[config.mk]
export PLATFORM = sky130hd
export DESIGN_NAME = xm23_mem_ctrl
export DESIGN_NICKNAME = d
export VERILOG_FILES = /design/src/rtl/xm23_pkg.sv /design/src/rtl/xm23_lane_steer.sv /design/src/rtl/xm23_mem_ctrl.sv
export SDC_FILE = /design/constraint.sdc
export NUM_CORES = 1
export LEC_CHECK = 0
export ABC_CLOCK_PERIOD_IN_PS = 2500
export CELL_PAD_IN_SITES_DETAIL_PLACEMENT = 2
export CELL_PAD_IN_SITES_GLOBAL_PLACEMENT = 2
export CORE_MARGIN = 2
export CORE_UTILIZATION = 27
export CTS_CLUSTER_DIAMETER = 30
export DETAILED_ROUTE_END_ITERATION = 12
export GPL_ROUTABILITY_DRIVEN = 0
export PLACE_DENSITY = 0.85
export SYNTH_ARGS = -nofsm -noshare
export SYNTH_HDL_FRONTEND = slang
export SYNTH_SLANG_ARGS = --single-unit
[constraint.sdc]
create_clock -name i_clk -period 2.5 [get_ports i_clk]
set_input_delay 0.25 -clock i_clk [delete_from_list [all_inputs] [get_ports i_clk]]
set_output_delay 0.25 -clock i_clk [all_outputs]
set_load 0.02 [all_outputs]
[src/rtl/xm23_pkg.sv]
// Shared encodings for the XM23 memory-access sequencer: FSM states,
// access-size and direction constants.
package xm23_pkg;

    typedef enum logic [2:0] {
        ST_IDLE    = 3'd0,
        ST_LAUNCH  = 3'd1,
        ST_WAIT    = 3'd2,
        ST_CAPTURE = 3'd3,
        ST_DONE    = 3'd4
    } xm23_state_t;

    localparam logic ACC_WORD = 1'b0;
    localparam logic ACC_BYTE = 1'b1;

    localparam logic RW_READ  = 1'b0;
    localparam logic RW_WRITE = 1'b1;

    localparam int unsigned WAIT_CNT_W = 4;

endpackage

[src/rtl/xm23_lane_steer.sv]
// Combinational lane steering: splits a byte address into low/high lane
// addresses, drives lane write data/enables and assembles read data.
module xm23_lane_steer
    import xm23_pkg::*;
#(
    parameter int ADDR_W = 16
) (
    input  logic              i_active,
    input  logic              i_launch,
    input  logic              i_rw,
    input  logic              i_byte_acc,
    input  logic              i_suppress,
    input  logic [ADDR_W-1:0] i_addr,
    input  logic [15:0]       i_wdata,
    input  logic [7:0]        i_lb_rdata,
    input  logic [7:0]        i_ub_rdata,
    output logic [ADDR_W-1:0] o_lb_addr,
    output logic [ADDR_W-1:0] o_ub_addr,
    output logic [7:0]        o_lb_wdata,
    output logic [7:0]        o_ub_wdata,
    output logic              o_lb_we,
    output logic              o_ub_we,
    output logic [15:0]       o_rdata
);

    always_comb begin
        o_lb_addr  = '0;
        o_ub_addr  = '0;
        o_lb_wdata = '0;
        o_ub_wdata = '0;
        o_lb_we    = 1'b0;
        o_ub_we    = 1'b0;
        if (i_active) begin
            // High lane wraps naturally at the top of the address space.
            o_lb_addr = i_addr;
            o_ub_addr = i_addr + ADDR_W'(1);
            if (i_rw == RW_WRITE) begin
                o_lb_wdata = i_wdata[7:0];
                if (i_byte_acc == ACC_WORD)
                    o_ub_wdata = i_wdata[15:8];
            end
            if (i_launch && (i_rw == RW_WRITE) && !i_suppress) begin
                o_lb_we = 1'b1;
                o_ub_we = (i_byte_acc == ACC_WORD);
            end
        end
        o_rdata = (i_byte_acc == ACC_BYTE) ? {8'h00, i_lb_rdata}
                                           : {i_ub_rdata, i_lb_rdata};
    end

endmodule

[src/rtl/xm23_mem_ctrl.sv]
// XM23 memory-access sequencer: one request at a time, configurable wait
// states, misaligned-word fault. Optional breakpoint via XM23_MEM_BKPT_EN.
module xm23_mem_ctrl
    import xm23_pkg::*;
#(
    parameter int ADDR_W      = 16,
    parameter int WAIT_STATES = 1
) (
    input  logic              i_clk,
    input  logic              i_rst_n,
    input  logic              i_req,
    input  logic              i_rw,
    input  logic              i_byte_acc,
    input  logic [ADDR_W-1:0] i_addr,
    input  logic [15:0]       i_wdata,
    output logic              o_busy,
    output logic              o_done,
    output logic              o_fault,
    output logic [15:0]       o_rdata,
    output logic [ADDR_W-1:0] o_mem_lb_addr,
    output logic [ADDR_W-1:0] o_mem_ub_addr,
    output logic [7:0]        o_mem_lb_wdata,
    output logic [7:0]        o_mem_ub_wdata,
    output logic              o_mem_lb_we,
    output logic              o_mem_ub_we,
    input  logic [7:0]        i_mem_lb_rdata,
    input  logic [7:0]        i_mem_ub_rdata,
    input  logic [ADDR_W-1:0] i_bkpt_addr,
    output logic              o_bkpt_hit
);

    localparam logic [WAIT_CNT_W-1:0] WAIT_LOAD = WAIT_CNT_W'(WAIT_STATES);

    xm23_state_t             r_state;
    xm23_state_t             w_next_state;
    logic                    r_rw;
    logic                    r_byte_acc;
    logic                    r_fault;
    logic [ADDR_W-1:0]       r_addr;
    logic [15:0]             r_wdata;
    logic [15:0]             r_rdata;
    logic [WAIT_CNT_W-1:0]   r_wait_cnt;
    logic                    w_active;
    logic                    w_launch;
    logic                    w_suppress;
    logic [15:0]             w_rdata_asm;

`ifdef XM23_MEM_BKPT_EN
    logic r_bkpt;

    always_ff @(posedge i_clk or negedge i_rst_n) begin
        if (!i_rst_n)
            r_bkpt <= 1'b0;
        else if ((r_state == ST_IDLE) && i_req)
            r_bkpt <= (i_addr == i_bkpt_addr);
    end

    // A breakpointed write never reaches memory; reads still complete.
    assign w_suppress = r_bkpt && (r_rw == RW_WRITE);
    assign o_bkpt_hit = r_bkpt && (r_state == ST_DONE);
`else
    logic w_unused_bkpt;
    assign w_unused_bkpt = ^i_bkpt_addr;
    assign w_suppress    = 1'b0;
    assign o_bkpt_hit    = 1'b0;
`endif

    always_ff @(posedge i_clk or negedge i_rst_n) begin
        if (!i_rst_n) begin
            r_state    <= ST_IDLE;
            r_rw       <= RW_READ;
            r_byte_acc <= ACC_WORD;
            r_fault    <= 1'b0;
            r_addr     <= '0;
            r_wdata    <= '0;
            r_rdata    <= '0;
            r_wait_cnt <= '0;
        end else begin
            r_state <= w_next_state;
            if ((r_state == ST_IDLE) && i_req) begin
                r_rw       <= i_rw;
                r_byte_acc <= i_byte_acc;
                r_addr     <= i_addr;
                r_wdata    <= i_wdata;
                r_fault    <= (i_byte_acc == ACC_WORD) && i_addr[0];
            end
            if (r_state == ST_LAUNCH)
                r_wait_cnt <= WAIT_LOAD;
            else if (r_state == ST_WAIT)
                r_wait_cnt <= r_wait_cnt - WAIT_CNT_W'(1);
            if ((r_state == ST_CAPTURE) && (r_rw == RW_READ))
                r_rdata <= w_rdata_asm;
        end
    end

    always_comb begin
        w_next_state = r_state;
        case (r_state)
            ST_IDLE: begin
                if (i_req) begin
                    if ((i_byte_acc == ACC_WORD) && i_addr[0])
                        w_next_state = ST_DONE;
                    else
                        w_next_state = ST_LAUNCH;
                end
            end
            ST_LAUNCH:  w_next_state = (WAIT_STATES == 0) ? ST_CAPTURE : ST_WAIT;
            ST_WAIT: begin
                if (r_wait_cnt == WAIT_CNT_W'(1))
                    w_next_state = ST_CAPTURE;
            end
            ST_CAPTURE: w_next_state = ST_DONE;
            ST_DONE:    w_next_state = ST_IDLE;
            default:    w_next_state = ST_IDLE;
        endcase
    end

    assign w_active = (r_state == ST_LAUNCH) || (r_state == ST_WAIT) ||
                      (r_state == ST_CAPTURE);
    assign w_launch = (r_state == ST_LAUNCH);

    assign o_busy  = (r_state != ST_IDLE);
    assign o_done  = (r_state == ST_DONE);
    assign o_fault = (r_state == ST_DONE) && r_fault;
    assign o_rdata = r_rdata;

    xm23_lane_steer #(
        .ADDR_W (ADDR_W)
    ) u_lane_steer (
        .i_active   (w_active),
        .i_launch   (w_launch),
        .i_rw       (r_rw),
        .i_byte_acc (r_byte_acc),
        .i_suppress (w_suppress),
        .i_addr     (r_addr),
        .i_wdata    (r_wdata),
        .i_lb_rdata (i_mem_lb_rdata),
        .i_ub_rdata (i_mem_ub_rdata),
        .o_lb_addr  (o_mem_lb_addr),
        .o_ub_addr  (o_mem_ub_addr),
        .o_lb_wdata (o_mem_lb_wdata),
        .o_ub_wdata (o_mem_ub_wdata),
        .o_lb_we    (o_mem_lb_we),
        .o_ub_we    (o_mem_ub_we),
        .o_rdata    (w_rdata_asm)
    );

endmodule

Word level (Yosys, flattened, before mapping)
Cells that the tools add are included.
{"block": "totals", "regBits": 58, "in_bits": 69, "elab_cells": 49}
{"block": "classes", "add_sub_neg": 2, "eq_ne": 7, "reduce_logical": 11, "bitwise": 3, "n_mux": 18}
{"operator": "$mux 16", "n": 3}
{"operator": "$mux 8", "n": 5}
{"operator": "$add 16x1->16 const B", "n": 1}
{"operator": "$pmux 3 s4", "n": 1}
{"operator": "$mux 3", "n": 3}
{"operator": "$mux 4", "n": 2}
{"operator": "$eq 3x2->1 const B", "n": 2}
{"operator": "$logic_and 1x1->1", "n": 5}
{"operator": "$eq 4x1->1 const B", "n": 1}
{"operator": "$mux 1", "n": 4}
{"operator": "$sub 4x1->4 const B", "n": 1}
{"operator": "$eq 3x1->1 const B", "n": 1}
{"operator": "$eq 3x3->1 const B", "n": 1}
{"operator": "$logic_not 3->1", "n": 1}
{"operator": "$not 1->1", "n": 3}
{"operator": "$reduce_bool 3->1", "n": 1}
{"operator": "$logic_or 1x1->1", "n": 2}
{"operator": "$ne 2x1->1 const B", "n": 1}
{"operator": "$ne 2x2->1 const B", "n": 1}
{"operator": "$reduce_and 2->1", "n": 1}
{"operator": "$reduce_bool 2->1", "n": 1}

Depth between registers and ports, before layout
Gate-level depths: netlist of the first run.
{"block": "depth", "depth_word": 5, "depth_mapped": 6, "mapped_depth_nobuf": 5}

By module
A second synthesis of the first run with hierarchy kept.
{"block": "hier_totals", "hier_cells": 272, "hier_area_um2": 3261.9}
{"mod": "xm23_mem_ctrl", "instances": 1, "seq_area_each_um2": 1451.4, "area_each_um2": 2522.4, "cells_each": 160}
{"mod": "xm23_lane_steer", "instances": 1, "seq_area_each_um2": 0.0, "area_each_um2": 739.5, "cells_each": 112}

Worst setup path after synthesis of the first run
No wires, ideal clock.
{"block": "synth_timing", "path_kind": "register -> register", "startpoint": "register r_state[1]", "endpoint": "register r_addr[0]", "setup_slack_ps": 788, "arrival_ps": 1587, "path_buffers": 2, "stages_incl_launch_ff": 6, "cell_sequence": "dfrtp_1 > buf_6 > or3_4 > nor2_8 > buf_12 > mux2_4"}
{"block": "synth_between", "elab_chain_len": 2}
{"item": "start: declaration", "line": "xm23_mem_ctrl.sv:34", "rtl": "xm23_state_t r_state;"}
{"item": "start signal: assignment", "line": "xm23_mem_ctrl.sv:79", "rtl": "r_state <= w_next_state;"}
{"item": "$logic_not 3->1", "line": "xm23_mem_ctrl.sv:80", "rtl": "if ((r_state == ST_IDLE) && i_req) begin"}
{"item": "$logic_and 1x1->1", "line": "xm23_mem_ctrl.sv:80"}
{"item": "end signal: assignment", "line": "xm23_mem_ctrl.sv:83", "rtl": "r_addr <= i_addr;"}
{"item": "end: declaration", "line": "xm23_mem_ctrl.sv:39", "rtl": "logic [ADDR_W-1:0] r_addr;"}
Every way passes these cells.
A chain may end at the register's enable or synchronous reset.

Worst setup path after layout of the first run
{"block": "layout_timing", "startpoint": "register r_addr[2]", "endpoint": "output port o_mem_ub_addr[15]"}
{"block": "layout_between", "elab_chain_len": 2}
{"item": "$add 16x1->16", "line": "xm23_lane_steer.sv:36", "rtl": "o_ub_addr = i_addr + ADDR_W'(1);"}
{"item": "$mux 16", "line": "xm23_lane_steer.sv:33", "rtl": "if (i_active) begin"}
{"item": "end: declaration", "line": "xm23_mem_ctrl.sv:21", "rtl": "output logic [ADDR_W-1:0] o_mem_ub_addr,"}
Every way passes these cells.

==> metrics, run 1 <==
outcome=complete, no violations; GRT overflow=0; H-Tree Depth=3; Mapped Cells=approximately 280; TritonCTS clock tree=done; wire per inst=roughly 19 um; Vias/cell=between 4 and 5; total CTS buffers=9; simple logic cell fraction of the synthesized area=20.56%; drt pass-1 iters=4; initial antenna violation count=0; Synth top area share=a little under half; WP data required=2.25 ns; layout cells sized above 1=22.28%; drt total wl=approximately 10 mm; final setup vio count=0; later-pin clock latency in the skew report=approximately 0.32 ns; unrepaired setup endpoints after global routing=no; placeable core area=about 11000 um2; Final min period=approximately 2.4 ns; Seq/Total Area, Yosys=a little under half; largest net degree at the start of global routing=26; Non-Filler Cell Area, Final=a little under 5000 um2; crit path capture type=output pin; Max Fanout on Critical Path=6; Clock Path Buffers=2; nets@finish=481; Post-Synth XOR/XNOR Area=2.530%; root buf cell=clkbuf_16; Compound-Gate Fraction of Synth Area=between 4 and 5%; CTS sink cnt=58; via count=2582; Chip Width=around 110 um; mux contribution to synthesized area=about 19%; HPWL Detailed=around 7.6 mm; vias in the first global route=a little under 3000; R2R Path End=r_wdata[4]; biggest area consumer among synthesized cells=dfrtp_1; data arrival time of the worst path=2.16 ns; main combinational cell family by area after synthesis=simple AND/OR/NAND/NOR gates; CP Class=register to output pin; Post-Place Worst Slack=between 0.15 and 0.2 ns; Post-DP Area=4476 um2; R2R Setup Slk=about 0.5 ns; Post-DRT Antenna Nets=0; Starting Density=27.52%; mean post-synth cell area=~11 um2; Most used DFF post-synth=dfrtp_1; VDD IR max=between 0.5 and 0.6 mV; Reg-to-Reg Start=r_state[0]; YS warnings=0; # IOs=between 100 and 150; initial drt markers=45; Post-Synth Adder-Cell Area=under 10%; DIE AREA=12410 um2; first-pass GRT wire length=~16 mm; Rows=39; Max Cap Viol=0; Die Y=111.4 um; Final Cycle Share=96.23%; Worst R2R Path Depth=5; Yosys reg bits=58; setup tns final=0 ns; startpoint types=register; Worst Skew=~0.0071 ns; post-synth cell types=38; Fill cells=roughly 1200; GR Util All Layers=16.92%; Hold Crit Class=input pin to async pin; Reg clk slew, reported paths=approximately 0.05 ns; most frequent cell after synthesis=dfrtp_1; Pleak=roughly 2.1 nW; Post-synth ARST share=100.0%; most instantiated cells after synthesis=dfrtp_1, and2_1, mux2_4; Post-synth EDFFs=0; n_diodes=0; syn_nets=350; DP Cell Count=539; Final Hold Viols=0; final slew viol count=0; Power Density=1452 nW/um2; Non-Filler Instances=556; worst hold slack=just under 0.4 ns; Remaining DRCs=0; Area contributors post-synth=dfrtp_1, mux2_4, and2_1; IO buf count=approximately 120; Fmax=roughly 420 MHz; setup slack after layout=0.09417 ns; mapped cell area=a little over 3000 um2; area grow syn2layout=55.10%
-- cells in the final DEF (no fill, tap or decap), types with 2 or more instances in the layout --
cell type,count
or3_1,4
xor2_1,2
nor2_1,18
mux2_4,27
xnor2_1,7
buf_4,11
clkdlybuf4s50_1,106
clkbuf_16,9
dfrtp_1,49
clkbuf_8,2
ha_1,2
nor3_1,7
nand2_1,16
nor4_1,3
and3_1,2
nand3_1,4
and2_1,33
clkbuf_1,2
nand2b_1,9
nand3_2,2
a21oi_1,7
o21ai_0,16
dfrtp_2,9
inv_1,7
mux2_2,17
a22oi_1,2
nor2b_1,2
dlymetal6s2s_1,9
dlygate4sd2_1,5
-- power breakdown --
part,leakage (nW),switching [mW],total [mW],internal (mW)
Sequential,0.685,0.470,1.89,1.42
Combinational,1.33,1.98,3.99,2.01
Clock,0.132,0.417,1.13,0.717
Total,2.15,2.86,7.02,4.15
-- worst max-delay path, cell delays in order, from the launching register on --
cell           delay [ns]
dfrtp_2              0.44
nand3_4              0.14
nor4_4               0.39
buf_4                0.17
nand3_1              0.08
mux2_2               0.29
dlygate4sd2_1        0.32
-- per-layer routing --
| metal | vias up | wire length [um] | track usage, % |
|---|---|---|---|
| met3 | 10 | 353 | 3.103 |
| met2 | 60 | 5553 | 30.08 |
| met5 | - | 0 | 0 |
| li1 | 1204 | - | - |
| met1 | 1308 | 4252 | 20.67 |
| met4 | 0 | 132 | 5.679 |
-- timing repair --
action	4_1_cts	5_1_grt
hold endpoints to repair	14	0
pin swaps	1	1
setup buffers	1	0
endpoints found under the setup margin	17	23
resized for setup	11	21
hold buffers	1	0
-- worst max path at each step --
stage                     startpoint                end  depth (start not counted)
after global routing       r_addr[0]  o_mem_ub_addr[14]                          6
after floorplan           r_state[1]          r_addr[0]                          5
final                      r_addr[2]  o_mem_ub_addr[15]                          6
after detailed placement   r_addr[0]  o_mem_ub_addr[14]                          6
after global placement     r_addr[0]  o_mem_ub_addr[14]                          6
after CTS                  r_addr[4]   o_mem_ub_addr[8]                          6
-- kinds of logic after synthesis --
logic type | Yosys count
simple gates | 113
flops | 58
mux | 45
compound gates | 28
buf+inv | 21
xor+xnor | 9
fa+ha+maj | 3
other cells | 1
-- final cells by class --
| cell class | instances | area [um2] | share of cell area, % |
|---|---|---|---|
| clock inverter | 2 | 12.51 | 0.2589 |
| sequential | 58 | 1463 | 30.27 |
| clock buffer | 13 | 260.3 | 5.386 |
| multi-input combinational | 199 | 1556 | 32.21 |
| timing repair buffer | 134 | 1335 | 27.63 |
| tap | 143 | 178.9 | 3.703 |
| inverter | 7 | 26.28 | 0.5438 |
-- state kept, by name, indices dropped and copies added, names as in the netlist --
signal	count
o_rdata	16
r_rw	1
r_state	3
r_wait_cnt	4
r_addr	16
r_wdata	16
r_byte_acc	1
r_fault	1
-- metrics by stage --
stage	utilization, %	total power, mW
3_5_place_dp	39.53	5.909
6_report	42.68	7.016
3_3_place_gp	39.53	5.699
4_1_cts	42.14	7.085
5_1_grt	42.68	7.455
2_1_floorplan	-	4.155
(Power assumes the default switching activity.)
==> run 2: changes to the inputs <==
CORE_UTILIZATION = 41   (was 27)
DONT_BUFFER_PORTS = 1   (was unset)
PLACE_DENSITY = 0.84   (was 0.85)
==> metrics, run 2 (same netlist as run 1, synthesis figures left out) <==
CTS sink cnt=58 (unchanged); HPWL Detailed=5.710 mm (-25%); vias in the first global route=2349 (-20%); area grow syn2layout=11.08%; Final Cycle Share=91.65% (-4.6 points); via count=2087 (-19%); Remaining DRCs=0 (unchanged); Non-Filler Instances=390 (-30%); nets@finish=358 (-26%); VDD IR max=0.5901 mV (+10%); Final Hold Viols=0 (unchanged); actual slew at the worst max-slew pin=0.6746 ns; IO buf count=0 (-100%); Vias/cell=5.351 (+15%); Setup Buffers After CTS=0 (-1); wire per inst=20.46 um (+11%); crit-path cells=nor2_1 -> buf_4 -> or2_2 -> a21oi_1; initial antenna violation count=0 (unchanged); Post-DRT Antenna Nets=0 (unchanged); Pleak=1.511 nW (-30%); final slew viol count=0 (unchanged); data arrival time of the worst path=2.04 ns (-0.12 ns); initial drt markers=67 (+49%); Max Cap Viol=0 (unchanged); Worst Skew=0.006604 ns (-0.0004840 ns); root buf cell=clkbuf_8; Top Family by Delay on Critical Path=simple AND/OR/NAND/NOR gates; largest net degree at the start of global routing=59 (+130%); Chip Width=91.17 um (-18%); GR Util All Layers=20.18% (+3.3 points); Rows=31 (-21%); DP Cell Count=372 (-31%); outcome=complete, no violations; maximum single-stage delay on the critical path=0.49 ns (+0.05 ns); Hold Crit Class=input pin to register; final setup vio count=0 (unchanged); crit path capture type=output pin; H-Tree Depth=3 (unchanged); max_slew headroom=a little over half; GRT overflow=0 (unchanged); Fmax=436.5 MHz (+5.0%); Final min period=2.291 ns (-0.1147 ns); CP Class=register to output pin; drt total wl=7.979 mm (-22%); commonest non-fill, non-tap cells in the layout=dfrtp_1, and2_1, mux2_4; Clock Path Buffers=2 (unchanged); commonest non-fill, non-tap cell in the layout=dfrtp_1; later-pin clock latency in the skew report=0.33 ns (about the same); Max Fanout on Critical Path=17 (+11); Starting Density=42.72% (+15 points); placeable core area=7292 um2 (-36%); Fill cells=781 (-35%); Crit-path slowest cell=dfrtp_1; first-pass GRT wire length=13.03 mm (-21%); TritonCTS clock tree=done; DIE AREA=8312 um2 (-33%); setup slack after layout=0.2089 ns (+0.1147 ns); Power Density=1630 nW/um2 (+12%); Reg clk slew, reported paths=0.07 ns (+0.02 ns); Pwr Total=5.642 mW (-20%); CP bufs+invs=1 (-1); # IOs=139 (unchanged); Die Y=91.17 um (-18%); Post-Place Worst Slack=0.3439 ns (+0.1889 ns); drt pass-1 iters=3 (-1); startpoint types=register; layout cells sized above 1=26.12% (+3.8 points); total CTS buffers=9 (unchanged); WP data required=2.25 ns (about the same); n_diodes=0 (unchanged)
-- run 2: cell types whose count changed in the layout (fill, tap and decap cells not counted), sizes merged --
| cell | before | now |
|---|---|---|
| clkdlybuf4s50 | 106 | 0 |
| buf | 13 | 10 |
| bufinv | 0 | 2 |
| clkbuf | 13 | 11 |
| clkinv | 1 | 2 |
| dlygate4sd2 | 5 | 0 |
| dlymetal6s2s | 9 | 0 |
-- run 2: timing repair --
item,4_1_cts,5_1_grt
resized for setup,1,1
hold endpoints to repair,58,0
hold buffers,2,0
setup endpoints to repair,3,1
-- run 2: metrics by stage --
| stage | util, % | hold WS (ns) | TNS (ns) | area [um2] |
|---|---|---|---|---|
| after global placement | 43.87 | -0.04460 | 0 | 3199 |
| final | 47.46 | 0.03839 | 0 | 3461 |
| after CTS | 47.43 | 0.03472 | 0 | 3458 |
| after detailed placement | 43.87 | -0.04461 | 0 | 3199 |
| after floorplan | - | -0.04559 | 0 | 3115 |
| after global routing | 47.46 | 0.03668 | -0.03186 | 3461 |
-- run 2: power breakdown --
part / internal [mW] / leakage [nW] / switching, mW
clock network: 0.585 / 0.109 / 0.378
logic: 1.09 / 0.707 / 1.57
registers: 1.40 / 0.694 / 0.619
-- run 2: final cells by class --
class	count	area, um2	share of cell area, %
multi-input cells	199	1523	44.00
flip-flops and latches	58	1451	41.94
clock buffers	11	141.4	4.085
well taps	99	123.9	3.579
repair buffers	11	117.6	3.398
clock inverters	5	77.57	2.242
inverters	7	26.28	0.7592
-- run 2: path summary, 6_finish.rpt --
check	start	endpoint	slack, ns	depth (start not counted)
max	r_state[1]	o_mem_ub_addr[6]	0.21	4
min	i_addr[6]	r_addr[6]	0.04	2
max reg2reg	r_state[1]	r_addr[10]	0.51	4
min reg2reg	r_wdata[11]	r_wdata[11]	0.51	1
max in group asynchronous	i_rst_n	r_wdata[7]	1.82	2
min in group asynchronous	i_rst_n	r_wait_cnt[3]	0.44	2
-- run 2: routing by layer --
| metal | wire, um | global-route usage, % |
|---|---|---|
| met1 | 3333 | 24.55 |
| met2 | 4068 | 34.14 |
| met3 | 521 | 6.556 |
| met4 | 55 | 6.061 |
| met5 | 0 | 0 |
-- run 2: worst reg2reg max path: stages, from the launching register on --
cell     delay (ns)
dfrtp_1        0.47
or3_4          0.50
nor2_8         0.31
buf_12         0.26
mux2_4         0.33
